<file path="src/rtl/adder_rr_scheduler.sv">
// Round-robin scheduler sharing one 8-bit prefix adder among four requesters,
// with a one-entry registered response stage and a completed-operation counter.

module prefix_adder (
    input  logic [7:0] a,
    input  logic [7:0] b,
    output logic [7:0] sum
);

    logic [7:0] g0, p0, g1, p1, g2, p2, g3, p3;
    logic [7:0] carry;

    // Kogge-Stone carry tree, span 1/2/4; carry-in is zero, carry-out is dropped.
    always_comb begin
        g0 = a & b;
        p0 = a ^ b;
        g1 = g0;
        p1 = p0;
        g2 = '0;
        p2 = '0;
        g3 = '0;
        p3 = '0;
        for (int i = 1; i < 8; i++) begin
            g1[i] = g0[i] | (p0[i] & g0[i-1]);
            p1[i] = p0[i] & p0[i-1];
        end
        g2 = g1;
        p2 = p1;
        for (int i = 2; i < 8; i++) begin
            g2[i] = g1[i] | (p1[i] & g1[i-2]);
            p2[i] = p1[i] & p1[i-2];
        end
        g3 = g2;
        p3 = p2;
        for (int i = 4; i < 8; i++) begin
            g3[i] = g2[i] | (p2[i] & g2[i-4]);
            p3[i] = p2[i] & p2[i-4];
        end
        carry = {g3[6:0], 1'b0};
        sum   = p0 ^ carry;
    end

endmodule

module adder_rr_scheduler #(
    parameter int unsigned NREQ  = 4,
    parameter int unsigned WIDTH = 8,
    parameter int unsigned CNTW  = 16
) (
    input  logic                    clk,
    input  logic                    rst_n,
    input  logic [NREQ-1:0]         req_valid,
    input  logic [NREQ*WIDTH-1:0]   req_a,
    input  logic [NREQ*WIDTH-1:0]   req_b,
    output logic [NREQ-1:0]         req_ready,
    output logic                    rsp_valid,
    input  logic                    rsp_ready,
    output logic [WIDTH-1:0]        rsp_sum,
    output logic [1:0]              rsp_id,
    output logic [CNTW-1:0]         op_count
);

    typedef enum logic [0:0] {StEmpty, StFull} state_e;

    state_e          state;
    logic [1:0]      ptr;
    logic [1:0]      win;
    logic [1:0]      idx;
    logic            win_vld;
    logic            can_accept;
    logic            accept;
    logic            drain;
    logic [WIDTH-1:0] op_a;
    logic [WIDTH-1:0] op_b;
    logic [WIDTH-1:0] add_sum;

    // Scan from the highest offset down so the lowest offset from ptr wins.
    always_comb begin
        win     = ptr;
        win_vld = 1'b0;
        idx     = '0;
        for (int k = 3; k >= 0; k--) begin
            idx = ptr + 2'(k);
            if (req_valid[idx]) begin
                win     = idx;
                win_vld = 1'b1;
            end
        end
    end

    always_comb begin
        can_accept = (state == StEmpty) | (rsp_ready & rsp_valid);
        req_ready  = '0;
        if (rst_n && win_vld && can_accept) begin
            req_ready[win] = 1'b1;
        end
        accept = |req_ready;
        drain  = rsp_valid & rsp_ready;
        op_a   = win_vld ? req_a[{win, 3'b000} +: WIDTH] : '0;
        op_b   = win_vld ? req_b[{win, 3'b000} +: WIDTH] : '0;
    end

    prefix_adder u_adder (
        .a   (op_a),
        .b   (op_b),
        .sum (add_sum)
    );

    always_ff @(posedge clk) begin
        if (!rst_n) begin
            state     <= StEmpty;
            ptr       <= '0;
            rsp_valid <= 1'b0;
            rsp_sum   <= '0;
            rsp_id    <= '0;
            op_count  <= '0;
        end else begin
            if (drain) begin
                op_count <= op_count + 1'b1;
            end
            if (accept) begin
                rsp_sum   <= add_sum;
                rsp_id    <= win;
                rsp_valid <= 1'b1;
                state     <= StFull;
                ptr       <= win + 2'd1;
            end else if (drain) begin
                rsp_valid <= 1'b0;
                state     <= StEmpty;
            end
        end
    end

endmodule
</file>
<file path="config.mk">
export PLATFORM = sky130hd
export DESIGN_NAME = adder_rr_scheduler
export DESIGN_NICKNAME = d
export VERILOG_FILES = /design/src/rtl/adder_rr_scheduler.sv
export SDC_FILE = /design/constraint.sdc
export NUM_CORES = 1
export LEC_CHECK = 0
export ABC_AREA = 0
export BUFFER_PORTS_ARGS = -buffer_cell sky130_fd_sc_hd__buf_2
export CAP_MARGIN = 20
export CORE_ASPECT_RATIO = 0.8
export CORE_MARGIN = 8
export CORE_UTILIZATION = 47
export CTS_CLUSTER_SIZE = 16
export DETAILED_ROUTE_END_ITERATION = 7
export PLACE_DENSITY_LB_ADDON = 0.1
export SLEW_MARGIN = 20
export SYNTH_ARGS = -nofsm -noshare
export SYNTH_HDL_FRONTEND = slang
export SYNTH_SLANG_ARGS = --single-unit
</file>
<file path="constraint.sdc">
create_clock -name clk -period 3.7 [get_ports clk]
set_input_delay 0 -clock clk [delete_from_list [all_inputs] [get_ports clk]]
set_output_delay 0 -clock clk [all_outputs]
set_load 0.01 [all_outputs]
</file>
==> results by group <==
Clock network
  – Clock buffer depth: 2
  – Root Buffer: clkbuf_8
  – CTS tree: done
  – Num CTS Buffers: 5
  – Clk sink count: 29
  – Skew-Pair Late Insertion Delay: roughly 280 ps
  – H-tree depth: 2
  – Reg clk slew, reported paths: ~60 ps
  – Hold-fix buffers, CTS: 0

Flow run
  – Maxcap violations: 0

Global routing
  – Global-route wire length before repair: 9280 µm
  – Vias in the first global route: 2,058
  – GRT Util Overall: between 10% and 20%
  – Initial antenna violation count: 0
  – Largest net degree at the start of global routing: 26
  – GR Overflow Total: 0

Logic synthesis
  – Syn_nets: between 300 and 400
  – Top FF cell, synth: dfxtp_1
  – Post-synth EDFFs: 0
  – YS warnings: 0
  – Largest family of logic cells by synthesized area: simple AND/OR/NAND/NOR gates
  – Yosys reg bits: 29
  – Synth Area in XOR/XNOR: between 7 and 8%
  – Synth Area in Compound Gates: about 15%
  – Post-Syn Area per Cell: around 9.3 µm²
  – Async set-or-reset flop fraction in the synthesized netlist: 0%
  – Post-synthesis mux area share: between 10% and 20%
  – Netlist Area Pre-Place: approximately 0.0022 mm²
  – Cell variety after synth: between 40 and 50
  – Seq/Total Area, Yosys: 26.9%
  – Synthesized instance count: 233
  – Adder-Cell Fraction of Synth Area: a little under 8%
  – Synth Area in Simple Gates: between 20% and 30%

Route
  – Routed len/inst: 14.3 µm
  – Vias: 2,015
  – Drt first pass iters: 4
  – DRC errors left: 0
  – Via-to-Cell Ratio: 5.10
  – WL final: approximately 5600 µm
  – Initial drt markers: 52
  – Post-DRT Antenna Nets: 0

STA
  – Setup_tns: 0 ps
  – Final hold violations: 0
  – Crit path time final: approximately 3500 ps
  – Final setup vio count: 0
  – Slew Limit Fails: 0
  – Slew HR: 61.1%
  – Maximum clock rate: about 0.29 GHz
  – Fin crit share: 93.2%
  – Slew @ Worst Pin: 578 ps
  – Clock Skew: around 5.7 ps
  – RSZ-0062 raised after global routing: false

Floorplan
  – DIE HEIGHT: about 77 µm
  – Core area: ~0.0045 mm²
  – Die area: ~0.007 mm²
  – Initial Utilization: a little under half
  – I/O pins: roughly 100
  – Die Span X: between 90 and 100 µm
  – Site Rows: 22

Placement
  – Routability cong.: 0.831
  – Final HPWL DP: 4610 µm
  – Placed inst area: about 0.0027 mm²
  – DP Cell Count: 387
  – I/O Buffers: ~100

Cells and area
  – Layout Cells excl Fill: about 400
  – Share of layout cells above drive strength 1: between 30 and 40%
  – N_diodes: 0
  – Area grow syn2layout: 31.7%
  – Final std cell area, no fill: about 0.0028 mm²
  – Final nets: 418

Setup path
  – Reg2reg setup slack: ~250 ps
  – Critical Path Fanout Max: 19
  – CP Class: flip-flop to flip-flop
  – CP Launch Type: flip-flop
  – Crit path required time: between 3000 and 4000 ps
  – Arr. time, crit path: roughly 3600 ps
  – Worst Setup End Kind: flip-flop

Power and ir drop
  – Power per standard cell area: around 460 mW/mm²
  – Leak Pwr: between 1 and 1.5 nW
  – Maximum VDD drop: about 0.20 mV

Run status
  – Status: complete, no violations

Worst hold path
  – HP Class: primary input to flip-flop
## repair_timing
| item | CTS | global route |
|---|---|---|
| endpoints found under the setup margin | 0 | 1 |
| setup buffers | 0 | 0 |
| resized for setup | 0 | 3 |
## cells in the final DEF (no fill, tap or decap), drive strengths merged, types with 11 or more instances in the layout
| master | instances |
|---|---|
| dfxtp | 29 |
| nor2 | 13 |
| nand2 | 27 |
| mux4 | 14 |
| a21oi | 21 |
| buf | 104 |
| xor2 | 11 |
| ha | 12 |
| o21ai | 15 |
| nor2b | 11 |
## cell families (layout without fill, tap and decap cells)
group                      after synthesis  count (layout)
buffers and inverters                   18             120
AOI/OAI and AO/OA                       52              52
adders and majority gates               13              13
muxes                                   14              14
xor gates and xnor gates                18              18
DFF                                     29              29
and+or+nand+nor                         89              89
## cell type report
class                   instances  area, µm²
repair buffers                104        528
well taps                      60       75.1
fillers                       403       1680
flip-flops and latches         29        581
multi-input cells             186       1500
inverters                       8       42.5
clock inverters                 1       30.0
clock buffers                   7       86.3
## stage by stage
step	util [%]	total power, mW	hold slack, ps	setup slack, ps
after floorplan	-	0.811	118	316
after global placement	60.1	0.959	307	238
after detailed placement	60.1	0.965	305	171
after CTS	62.6	1.30	13.4	167
after global routing	62.9	1.39	11.1	11.4
final	62.9	1.30	12.6	250
## final timing paths
check	depth (start not counted)	to	start
setup / recovery	14	rsp_sum[6]	ptr[1]
hold / removal	2	state	rst_n
setup reg to reg	14	rsp_sum[6]	ptr[1]
hold reg to reg	2	rsp_sum[1]	rsp_sum[1]
## metal layers
metal	vias up	global-route usage, %	routed length (µm)
met5	-	0	0
met4	0	3.85	32
met3	2	5.22	372
met2	56	25.6	2520
met1	908	19.5	2710
li1	1049	-	-
## flip-flops by register name, summed over array words and instances (netlist names)
signal	count
state	1
rsp_sum	8
ptr	2
op_count	16
rsp_id	2
## worst max-delay path, cell delays in order, from the launching register on
cell	delay, ps
dfxtp_1	350
and3b_1	220
a2111oi_4	410
nor2_4	120
clkinv_8	130
mux4_2	500
and2b_1	170
ha_1	220
fa_1	400
a21o_1	180
a21oi_2	170
o21bai_1	70
a21oi_1	170
xor2_1	140
o21ai_0	80
## synthesized netlist by cell type, types with 3 or more instances
| cell | n | area, µm² |
|---|---|---|
| o21a_1 | 3 | 22.5 |
| ha_1 | 12 | 150 |
| and2_1 | 6 | 37.5 |
| mux4_1 | 8 | 210 |
| xor2_1 | 11 | 96.3 |
| nand2_1 | 27 | 101 |
| nor2b_1 | 10 | 62.6 |
| xnor2_1 | 7 | 61.3 |
| nor2_1 | 12 | 45.0 |
| nor3_1 | 3 | 15.0 |
| dfxtp_1 | 29 | 581 |
| mux4_2 | 6 | 135 |
| buf_2 | 3 | 15.0 |
| and2b_1 | 7 | 52.6 |
| a21oi_1 | 21 | 105 |
| inv_1 | 6 | 22.5 |
| o21ai_0 | 14 | 70.1 |
| clkbuf_1 | 5 | 18.8 |
| nand3_1 | 6 | 30.0 |
| o211ai_1 | 3 | 22.5 |
| or3_1 | 6 | 37.5 |
| nor4_1 | 3 | 18.8 |
## power breakdown
| group | internal [mW] | switching (mW) | total [mW] | leakage, nW |
|---|---|---|---|---|
| Sequential | 0.351 | 0.0244 | 0.376 | 0.236 |
| Combinational | 0.290 | 0.298 | 0.588 | 1.01 |
| Clock | 0.219 | 0.117 | 0.337 | 0.0585 |
| Total | 0.860 | 0.439 | 1.30 | 1.31 |
Note: power is estimated with default switching activity, not from simulation.
